**config.mk**
```make
export PLATFORM = sky130hd
export DESIGN_NAME = alu_issuer_flat
export DESIGN_NICKNAME = d
export VERILOG_FILES = /design/src/rtl/alu_issuer_pkg.sv /design/src/rtl/alu_issuer_if.sv /design/src/rtl/alu_issuer.sv /design/src/flat_wrapper.sv
export SDC_FILE = /design/constraint.sdc
export NUM_CORES = 1
export LEC_CHECK = 0
export BUFFER_PORTS_ARGS = -buffer_cell sky130_fd_sc_hd__buf_2
export CORE_MARGIN = 5
export CORE_UTILIZATION = 47
export CTS_BUF_LIST = sky130_fd_sc_hd__clkbuf_2 sky130_fd_sc_hd__clkbuf_4 sky130_fd_sc_hd__clkbuf_8
export CTS_CLUSTER_DIAMETER = 150
export DETAILED_ROUTE_END_ITERATION = 8
export GPL_TIMING_DRIVEN = 0
export PLACE_DENSITY = 0.87
export SETUP_SLACK_MARGIN = 0.1
export SLEW_MARGIN = 20
export SYNTH_ARGS = -nofsm -noshare
export SYNTH_HDL_FRONTEND = slang
export SYNTH_SLANG_ARGS = --single-unit
```
**constraint.sdc**
```tcl
create_clock -name clk -period 2.6 [get_ports clk]
set_input_delay 0.52 -clock clk [delete_from_list [all_inputs] [get_ports clk]]
set_output_delay 0.52 -clock clk [all_outputs]
set_load 0.05 [all_outputs]
```
**src/rtl/alu_issuer_pkg.sv**
```systemverilog
// Shared definitions for the ALU command issuer, the attached alu and the bench:
// op-code constants and the issuer FSM state encoding.
package alu_issuer_pkg;

  localparam logic [1:0] OP_ADD  = 2'b00;
  localparam logic [1:0] OP_AND  = 2'b01;
  localparam logic [1:0] OP_OR   = 2'b10;
  localparam logic [1:0] OP_RSVD = 2'b11;

  typedef enum logic [1:0] {
    IDLE = 2'b00,
    EXEC = 2'b01,
    RESP = 2'b10
  } state_t;

endpackage

```
**src/rtl/alu_issuer_if.sv**
```systemverilog
// Command and response handshakes of the issuer; master is the host side,
// slave is the issuer side.
interface alu_issuer_if #(
  parameter int WIDTH = 4
);

  logic             cmd_valid;
  logic             cmd_ready;
  logic [1:0]       cmd_op;
  logic [WIDTH-1:0] cmd_a;
  logic [WIDTH-1:0] cmd_b;
  logic             cmd_use_acc;
  logic             rsp_valid;
  logic             rsp_ready;
  logic [WIDTH-1:0] rsp_data;

  modport master (
    output cmd_valid, cmd_op, cmd_a, cmd_b, cmd_use_acc, rsp_ready,
    input  cmd_ready, rsp_valid, rsp_data
  );

  modport slave (
    input  cmd_valid, cmd_op, cmd_a, cmd_b, cmd_use_acc, rsp_ready,
    output cmd_ready, rsp_valid, rsp_data
  );

endinterface

```
**src/rtl/alu_issuer.sv**
```systemverilog
// Sequential front-end for the combinational alu: registers one command,
// captures the ALU result a cycle later and holds it until the consumer takes it.
module alu_issuer
  import alu_issuer_pkg::*;
#(
  parameter int WIDTH = 4
) (
  input  logic             clk,
  input  logic             rst_n,
  alu_issuer_if.slave      bus,
  output logic [WIDTH-1:0] alu_a,
  output logic [WIDTH-1:0] alu_b,
  output logic [1:0]       alu_sel,
  input  logic [WIDTH-1:0] alu_result,
  output logic [WIDTH-1:0] acc,
  output logic             busy
);

  state_t           state_q;
  state_t           state_d;
  logic             accept;
  logic [WIDTH-1:0] result_q;

  assign accept = bus.cmd_valid && (state_q == IDLE);

  // NOTE: state is written with non-blocking assignments so every register
  // samples pre-edge values, independent of process ordering.
  always_ff @(posedge clk or negedge rst_n) begin
    if (!rst_n) state_q <= IDLE;
    else        state_q <= state_d;
  end

  always_comb begin
    state_d = state_q;
    case (state_q)
      IDLE:    if (bus.cmd_valid) state_d = EXEC;
      EXEC:    state_d = RESP;
      RESP:    if (bus.rsp_ready) state_d = IDLE;
      default: state_d = IDLE;
    endcase
  end

  always_comb begin
    bus.cmd_ready = (state_q == IDLE);
    bus.rsp_valid = (state_q == RESP);
    busy          = (state_q != IDLE);
  end

  // Operand registers hold the last issued command outside EXEC.
  always_ff @(posedge clk or negedge rst_n) begin
    if (!rst_n) begin
      alu_a   <= '0;
      alu_b   <= '0;
      alu_sel <= OP_ADD;
    end else if (accept) begin
      alu_a   <= bus.cmd_use_acc ? result_q : bus.cmd_a;
      alu_b   <= bus.cmd_b;
      alu_sel <= bus.cmd_op;
    end
  end

  // The response data and the accumulator are the same captured value, so one
  // register feeds both.
  always_ff @(posedge clk or negedge rst_n) begin
    if (!rst_n)                result_q <= '0;
    else if (state_q == EXEC) result_q <= alu_result;
  end

  assign bus.rsp_data = result_q;
  assign acc          = result_q;

endmodule

```
**src/flat_wrapper.sv**
```systemverilog
// flat-port wrapper written by rule: the top's interface ports become plain ports
module alu_issuer_flat import alu_issuer_pkg::*;
#(
  parameter int WIDTH = 4
)
  (clk, rst_n, alu_a, alu_b, alu_sel, alu_result, acc, busy, bus_cmd_valid, bus_cmd_op, bus_cmd_a, bus_cmd_b, bus_cmd_use_acc, bus_rsp_ready, bus_cmd_ready, bus_rsp_valid, bus_rsp_data);
  alu_issuer_if #(.WIDTH(WIDTH)) bus_i ();
  input  logic clk;
  input  logic rst_n;
  output logic [WIDTH-1:0] alu_a;
  output logic [WIDTH-1:0] alu_b;
  output logic [1:0] alu_sel;
  input  logic [WIDTH-1:0] alu_result;
  output logic [WIDTH-1:0] acc;
  output logic busy;
  input wire logic [$bits(bus_i.cmd_valid)-1:0] bus_cmd_valid;
  input wire logic [$bits(bus_i.cmd_op)-1:0] bus_cmd_op;
  input wire logic [$bits(bus_i.cmd_a)-1:0] bus_cmd_a;
  input wire logic [$bits(bus_i.cmd_b)-1:0] bus_cmd_b;
  input wire logic [$bits(bus_i.cmd_use_acc)-1:0] bus_cmd_use_acc;
  input wire logic [$bits(bus_i.rsp_ready)-1:0] bus_rsp_ready;
  output wire logic [$bits(bus_i.cmd_ready)-1:0] bus_cmd_ready;
  output wire logic [$bits(bus_i.rsp_valid)-1:0] bus_rsp_valid;
  output wire logic [$bits(bus_i.rsp_data)-1:0] bus_rsp_data;
  assign bus_i.cmd_valid = bus_cmd_valid;
  assign bus_i.cmd_op = bus_cmd_op;
  assign bus_i.cmd_a = bus_cmd_a;
  assign bus_i.cmd_b = bus_cmd_b;
  assign bus_i.cmd_use_acc = bus_cmd_use_acc;
  assign bus_i.rsp_ready = bus_rsp_ready;
  assign bus_cmd_ready = bus_i.cmd_ready;
  assign bus_rsp_valid = bus_i.rsp_valid;
  assign bus_rsp_data = bus_i.rsp_data;
  alu_issuer #(.WIDTH(WIDTH)) u_core (.clk(clk), .rst_n(rst_n), .bus(bus_i), .alu_a(alu_a), .alu_b(alu_b), .alu_sel(alu_sel), .alu_result(alu_result), .acc(acc), .busy(busy));
endmodule
```
==> flow_summary.ini, run 1 <==
[synthesis]
synth_fa_ha_area_share_pct = 0
synth_area_leaders = dfrtp_1 58%, mux2_2 30%, buf_4 5.5%, nor3b_2 1.8%, nor2b_2 1.3%
syn_nets = 65
seq_area_frac_synth_pct = 58.3
synth_top_area_share_pct = 58.3
syn_area_per_cell_sq_um = 14.9
synth_warnings = 0
synth_area_sq_um = 687
synth_xor_xnor_area_share_pct = 0
yosys.area.top_type = dfrtp_1
ys_types = 9
postSynthCellCount = 46
synth_compound_area_share_pct = 1.09
synth-simple-area-share_pct = 4.55
synthMuxAreaShare_pct = 29.5
synth_seq_cells = 16
synth_top_family_by_area = multiplexers

[detailed_routing]
dr_total_vias = 495
antenna_left = 0
drc = 0
post_drt_wl_per_cell_microns = 13.8
viasPerCell = 4.76
firstDrtPassIters = 4
finalWirelength_mm = 1.43
first_iter_violations = 1

[critical_path]
cpLargestDelayFamily = flip-flops
critPathArrivalTime_ns = 1.16
path_cells = nor2b_1 > buf_2
critPathSlowestCell = dfrtp_1
critPathBufInv = 1
worstSetupPathType = register to primary output
reg2reg_slack_ns = 1.28
worstPathMaxFanout = 4
start_kind = register
worstPathRequired_ns = 2.08
end_kind = primary output
slowest_delay_ns = 0.41

[timing]
tightest_slew_ns = 0.343
hold_slack_ns = 0.125
fin_crit_sh_pct = 64.6
final_max_slew_viol_count = 0
setup_violations = 0
rsz0062_at_grt = false
fin_crit_ns = 1.68
slew-limit-headroom_pct = 77.1
skew_ns = 0.00376
fmax_mhz = 595
tns_ns = 0
hold_viol_final = 0

[clocking]
clk-insertion-delay-late_ns = 0.28
clk_path_buf_depth = 2
post_cts.repair.setup_buffers = 0
cts_hold_buf = 0
cts.sinks = 16
h-tree-depth = 1
cts_resized = 0
cts_buffers = 3
clock-root-buffer = clkbuf_4
clk_transition_reported_paths_ns = 0.09
cts_tree = built

[grt]
grt_overflow = 0
grt_pass1_vias = 511
grt_max_degree = 17
antenna_found_initial = 0
grt.total_usage_pct = 13.5
grt_pass1_wl_mm = 2.15

[finish]
diodes = 0
layout-drive-gt1-share_pct = 76.4
final_cell_area_sq_um = 937
fin_nets = 109
area_delta_synth_final_pct = 36.4

[die]
start_util_pct = 51.5
die_height_microns = 48.2
io_pins = 40
num_rows = 13
die_x_microns = 48.2
core-area_sq_um = 1330
dieArea_sq_um = 2330

[run_status]
outcome = completed

[placement]
placed_area_sq_um = 901
io_buffer_count = 39
hpwl_mm = 1.15
gp_congestion = 0.737

[worst_hold_path]
hold_path.class = input pin to asynchronous set/reset pin

[flow_run]
maxCapViolations = 0
==> logic make-up (layout without fill, tap and decap cells) <==
| group | after synthesis | in the layout |
|---|---|---|
| AOI/OAI and AO/OA | 1 | 1 |
| buffers and inverters | 7 | 50 |
| DFF | 16 | 16 |
| muxes | 18 | 18 |
| and+or+nand+nor | 4 | 4 |
==> worst paths after layout <==
check                                              start                       endpoint  cells after the start
setup / recovery           u_core.state_q[1]$_DFFE_PN0P_                  bus_rsp_valid                      2
hold / removal                                     rst_n  u_core.state_q[1]$_DFFE_PN0P_                      1
max in group asynchronous                          rst_n      u_core.acc[2]$_DFFE_PN0N_                      1
setup reg to reg           u_core.state_q[1]$_DFFE_PN0P_    u_core.alu_a[3]$_DFFE_PN0P_                      3
min in group clk                           alu_result[3]      u_core.acc[3]$_DFFE_PN0N_                      2
hold reg to reg              u_core.alu_b[3]$_DFFE_PN0P_    u_core.alu_b[3]$_DFFE_PN0P_                      1
==> stage by stage <==
| step | worst slack, ns | instances | utilization (%) |
|---|---|---|---|
| floorplan | 0.522 | 46 | - |
| CTS | 0.903 | 104 | 70.3 |
| finish | 0.920 | 104 | 70.3 |
| detailed placement | 1.13 | 100 | 67.5 |
| global route | 0.842 | 104 | 70.3 |
| global placement | 1.13 | 100 | 67.5 |
==> synth_stat cells <==
cell type,count
nor3b_2,1
a21o_1,1
nor2_1,1
nor2b_2,1
dfrtp_1,16
inv_1,2
buf_4,5
nor2b_1,1
mux2_2,18
==> cell type report <==
class / count / area, sq um
timing repair buffer: 39 / 195
fill: 104 / 397
sequential: 16 / 400
clock buffer: 4 / 36.3
inverter: 2 / 7.51
tap: 15 / 18.8
buffer: 5 / 37.5
multi-input combinational: 23 / 241
==> worst reg2reg max path: cells and delay by family (launching register included) <==
kind / cells / cell delay, ns
DFF: 1 / 0.42
muxes: 1 / 0.35
buffers and inverters: 1 / 0.22
and+or+nand+nor: 1 / 0.22
==> state kept, by name, indices dropped and copies added (netlist names) <==
| register | cells |
|---|---|
| u_core.alu_b | 4 |
| u_core.acc | 4 |
| u_core.alu_a | 4 |
| u_core.state_q | 2 |
| u_core.alu_sel | 2 |
==> routing by layer <==
layer,GRT usage (%),part of all wire (%)
met5,0,0
met2,24.0,47
met1,16.4,42
met4,4.84,0
met3,2.21,12
==> placed cells by master (no fill, tap or decap) <==
master	instances
nor2b_2	1
nor3b_2	1
clkbuf_8	1
mux2_2	18
dfrtp_1	16
buf_2	39
nor2_1	1
nor2b_1	1
a21o_1	1
inv_1	2
clkbuf_4	3
buf_4	5
Power of run 1 is left out: the tool's default activity adds up to more than one toggle a clock period on the data nets, which glitch-free logic cannot reach.
==> inputs of run 2 (changes only) <==
Settings changed: ABC_AREA from default to 1, CORE_UTILIZATION 47 to 45, PLACE_DENSITY 0.87 to 0.83.
Clock period 2.6 ns to 1.63 ns, I/O delays scaled along.
==> run 2 against run 1 <==
  * Wire length up 21%
  * Register-to-register slack got worse by 0.80 ns
  * Design area grew 8.3%
  * First-iteration DRC count grew to 8.0 times the previous value
  * Worst setup slack worse by 0.75 ns
  * Via count increased by 43%
  * Global-route usage increased by 1.3 points
  * Critical path type unchanged
  * Critical path depth increased by 1
==> flow_summary.ini, run 2 <==
[critical_path]
worstPathMaxFanout = 7
worstPathRequired_ns = 1.30
cpLargestDelayFamily = flip-flops
slowest_delay_ns = 0.43
start_kind = register
critPathArrivalTime_ns = 1.14
path_cells = inv_2 > nand2_2 > buf_4
worst-path-stages = 3
reg2reg_depth = 6
critPathSlowestCell = dfrtp_1
critPathBufInv = 2
end_kind = primary output
worstSetupPathType = register to primary output

[placement]
hpwl_mm = 1.30
io_buffer_count = 38
gp_congestion = 0.747
placed_area_sq_um = 946

[synthesis]
seq_area_frac_synth_pct = 54.4
synth_commonest_cells = 45 x nand2_1, 16 x dfrtp_1, 10 x nand3_1, 4 x buf_4, 3 x inv_1
synth-main-ff-cell = dfrtp_1
synth_warnings = 0
postSynthCellCount = 88
syn_nets = 107
yosys.area.top_type = dfrtp_1
synth_seq_cells = 16
synth-edff-count = 0
synth_area_sq_um = 736
synth_top_area_share_pct = 54.4
syn_area_per_cell_sq_um = 8.36
ys_types = 13
async_flop_share_pct = 100
synth_area_leaders = dfrtp_1 54%, nand2_1 23%, nand3_1 6.8%, buf_4 4.1%, nor2_4 3.1%
yosysMostFrequentCell = nand2_1

[detailed_routing]
drc = 0
dr_total_vias = 710
firstDrtPassIters = 4
antenna_left = 0
finalWirelength_mm = 1.73
viasPerCell = 4.80
post_drt_wl_per_cell_microns = 11.7
first_iter_violations = 8

[timing]
hold_viol_final = 0
fin_crit_ns = 1.46
setup_violations = 0
rsz0062_at_grt = false
tightest_slew_ns = 0.343
final_max_slew_viol_count = 0
fmax_mhz = 683
fin_crit_sh_pct = 89.8
skew_ns = 0.000974
slew-limit-headroom_pct = 77.1
tns_ns = 0

[die]
dieArea_sq_um = 2540
die_x_microns = 50.4
start_util_pct = 48.3
core-area_sq_um = 1520
die_height_microns = 50.4
num_rows = 14
io_pins = 40

[finish]
layout-drive-gt1-share_pct = 42.4
mostFrequentLayoutCells = 45 x nand2_1, 36 x buf_2, 16 x dfrtp_1, 10 x nand3_1, 6 x buf_4
area_delta_synth_final_pct = 37.9
final_cell_area_sq_um = 1010
final_common_cell = nand2_1
diodes = 0
fin_util_pct = 66.6
fin_nets = 152

[grt]
grt_pass1_vias = 718
grt_pass1_wl_mm = 2.95
grt_overflow = 0
grt.total_usage_pct = 14.8
antenna_found_initial = 0
grt_max_degree = 17

[clocking]
clk_transition_reported_paths_ns = 0.10
clk-insertion-delay-late_ns = 0.28
clock-root-buffer = clkbuf_4
cts_buffers = 3
cts_tree = built
clk_path_buf_depth = 2
cts.sinks = 16
h-tree-depth = 1

[worst_hold_path]
min_path_cells = 2
hold_path.class = input pin to register

[flow_run]
maxCapViolations = 0

[run_status]
outcome = completed
## run 2: changes by cell type after synthesis, sizes merged, moves of 2 or more
cell,before,now
nor2,1,3
nand2,0,47
mux2,18,0
nor2b,2,0
nand3,0,10
inv,2,5
## run 2: through the flow
stage,setup slack [ns],hold WS [ns],std cells
floorplan,0.351,0.0304,88
global placement,0.322,0.250,142
detailed placement,0.314,0.254,142
CTS,0.119,0.201,148
global route,0.107,0.195,148
finish,0.167,0.205,148
## run 2: kinds of logic after synthesis
logic type | synth area share (%)
and+or+nand+nor | 36.1
AOI/OAI and AO/OA | 0.680
buffers and inverters | 8.84
DFF | 54.4
## run 2: timing repair
item                                   4_1_cts  5_1_grt
setup buffers                                1        0
setup endpoints to repair                    2        2
pin swaps                                    1        0
hold buffers                                 1        0
endpoints found under the hold margin       16        0
gates resized for setup                      3        3
## run 2: layout make-up
class,count,area (sq um)
inverters,5,18.8
well taps,16,20.0
plain buffers,6,46.3
flip-flops and latches,16,400
fillers,130,509
clock buffers,4,36.3
repair buffers,40,223
multi-input cells,61,270
## run 2: routing by layer
metal  global-route usage [%]  routed length, microns  vias to the layer above
li1                         -                       -                      353
met1                     16.2                     678                      338
met2                     27.2                     940                       17
met3                     3.25                      99                        2
met4                     5.96                       8                        0
met5                        0                       0                        -
## run 2: worst register-to-register path: stages (launching register included)
cell and delay [ns]:
dfrtp_1 0.38, buf_6 0.14, nor2_4 0.12, buf_4 0.17
nand2_4 0.10, nand2_1 0.09, nand2_1 0.06
## run 2: path summary, 6_finish.rpt
| check | from | end | slack, ns |
|---|---|---|---|
| worst max-delay path | u_core.state_q[1]$_DFFE_PN0P_ | busy | 0.17 |
| worst min-delay path | bus_rsp_ready | u_core.state_q[1]$_DFFE_PN0P_ | 0.20 |
| worst max register to register | u_core.state_q[0]$_DFFE_PN0P_ | u_core.alu_a[1]$_DFFE_PN0P_ | 0.48 |
| worst min register to register | u_core.alu_b[2]$_DFFE_PN0P_ | u_core.alu_b[2]$_DFFE_PN0P_ | 0.47 |
| max in group asynchronous | rst_n | u_core.alu_a[1]$_DFFE_PN0P_ | 0.88 |
| min in group asynchronous | rst_n | u_core.acc[0]$_DFFE_PN0N_ | 0.49 |
Power of run 2 is left out for the same reason.
==> inputs of run 3 (changes only) <==
Settings changed: CORE_UTILIZATION 45 to 48, PLACE_DENSITY 0.83 to 0.87, REMOVE_ABC_BUFFERS from default to 1.
Clock period 1.63 ns to 1.9 ns, I/O delays scaled along.
==> run 3 against run 2 <==
  * Critical path depth down 1
  * Clock-buffer cell count down 1
  * Wire length down 5.8%
  * Worst setup slack better by 0.0055 ns
  * Register-to-register slack better by 0.30 ns
  * Cell count down 4.7%
  * First-iteration DRC count up 88%
  * Global-route usage down 1.0 points
  * Sequential share of layout area up 3.3 points
  * Core utilization down 2.9 points
==> flow_summary.ini, run 3 (synthesis results as in run 2) <==
[run_status]
outcome = completed

[timing]
hold_viol_final = 0
slew-limit-headroom_pct = 76.4
tns_ns = 0
rsz0062_at_grt = false
fin_crit_sh_pct = 90.9
fin_crit_ns = 1.73
skew_ns = 0.00845
fmax_mhz = 579
final_max_slew_viol_count = 0
setup_violations = 0
tightest_slew_ns = 0.354

[detailed_routing]
drc = 0
firstDrtPassIters = 4
viasPerCell = 4.81
post_drt_wl_per_cell_microns = 11.5
dr_total_vias = 678
antenna_left = 0
finalWirelength_mm = 1.63
first_iter_violations = 15

[finish]
fin_nets = 146
regArea_sq_um = 400
final_common_cell = nand2_1
diodes = 0
layout-drive-gt1-share_pct = 39.2
mostFrequentLayoutCells = 45 x nand2_1, 39 x buf_2, 16 x dfrtp_1, 10 x nand3_1
fill_cells = 138
multi_input_area_sq_um = 270
area_delta_synth_final_pct = 27.4

[worst_hold_path]
hold_path.class = input pin to register

[flow_run]
maxCapViolations = 0

[die]
num_rows = 14
start_util_pct = 50.0
io_pins = 40
die_height_microns = 49.2
die_x_microns = 49.2
dieArea_sq_um = 2420
core-area_sq_um = 1470

[critical_path]
path_cells = nor2_4 > buf_2
worstPathMaxFanout = 8
reg2reg_slack_ns = 0.78
slowest_delay_ns = 0.50
critPathSlowestCell = dfrtp_1
worstPathRequired_ns = 1.52
cpLargestDelayFamily = flip-flops
critPathArrivalTime_ns = 1.35
critPathBufInv = 1
start_kind = register
end_kind = primary output
worstSetupPathType = register to primary output

[grt]
grt.total_usage_pct = 13.8
antenna_found_initial = 0
grt_max_degree = 17
grt_pass1_vias = 626
grt_pass1_wl_mm = 2.64
grt_overflow = 0

[clocking]
cts_buffers = 3
cts_tree = built
clk_path_buf_depth = 2
clock-root-buffer = clkbuf_4
h-tree-depth = 1
clk_transition_reported_paths_ns = 0.09
clk-insertion-delay-late_ns = 0.28
post_cts.repair.setup_buffers = 0
cts.sinks = 16

[placement]
io_buffer_count = 39
gp_congestion = 0.717
## run 3: changes by cell type in the layout (fill, tap and decap cells not counted), sizes merged
cell / previous run / this run
buf: 45 / 39
clkbuf: 4 / 3
## run 3: layer usage
metal  global-route usage [%]  routed length [microns]
met1                     15.6                      640
met2                     24.5                      894
met3                     2.14                       83
met4                     6.73                        8
met5                        0                        0
## run 3: layout make-up
| class | count | share of cell area [%] |
|---|---|---|
| clock buffer | 3 | 2.40 |
| inverter | 5 | 2.00 |
| multi-input combinational | 61 | 28.8 |
| sequential | 16 | 42.7 |
| tap | 16 | 2.14 |
| timing repair buffer | 40 | 21.9 |
## run 3: worst register-to-register path: stages (launching register included)
cell and delay, ns:
dfrtp_1 0.50, nor2_4 0.25, nand2_4 0.13, nand2_1 0.08
nand2_1 0.05
## run 3: metrics by stage
stage	setup slack, ns	instance area (sq um)	utilization [%]	hold slack (ns)	std cells
5_1_grt	0.128	937	63.7	0.269	141
2_1_floorplan	0.567	689	-	0.0844	82
3_3_place_gp	0.512	905	61.5	0.302	137
4_1_cts	0.175	937	63.7	0.258	141
3_5_place_dp	0.501	905	61.5	0.306	137
6_report	0.172	937	63.7	0.266	141
## run 3: path summary, 6_finish.rpt
| path | depth (start not counted) | endpoint | startpoint |
|---|---|---|---|
| min in group asynchronous | 2 | u_core.alu_a[2]$_DFFE_PN0P_ | rst_n |
| max in group asynchronous | 2 | u_core.alu_sel[1]$_DFFE_PN0P_ | rst_n |
| hold reg to reg | 2 | u_core.alu_b[3]$_DFFE_PN0P_ | u_core.alu_b[3]$_DFFE_PN0P_ |
| setup / recovery | 2 | bus_cmd_ready | u_core.state_q[0]$_DFFE_PN0P_ |
| setup reg to reg | 4 | u_core.alu_b[1]$_DFFE_PN0P_ | u_core.state_q[0]$_DFFE_PN0P_ |
| hold / removal | 2 | u_core.state_q[1]$_DFFE_PN0P_ | bus_rsp_ready |
## run 3: repair_timing
action                                 CTS  global route
hold buffers                             1             0
resized for setup                        0             0
endpoints found under the hold margin    8             0
Power of run 3 is left out for the same reason.
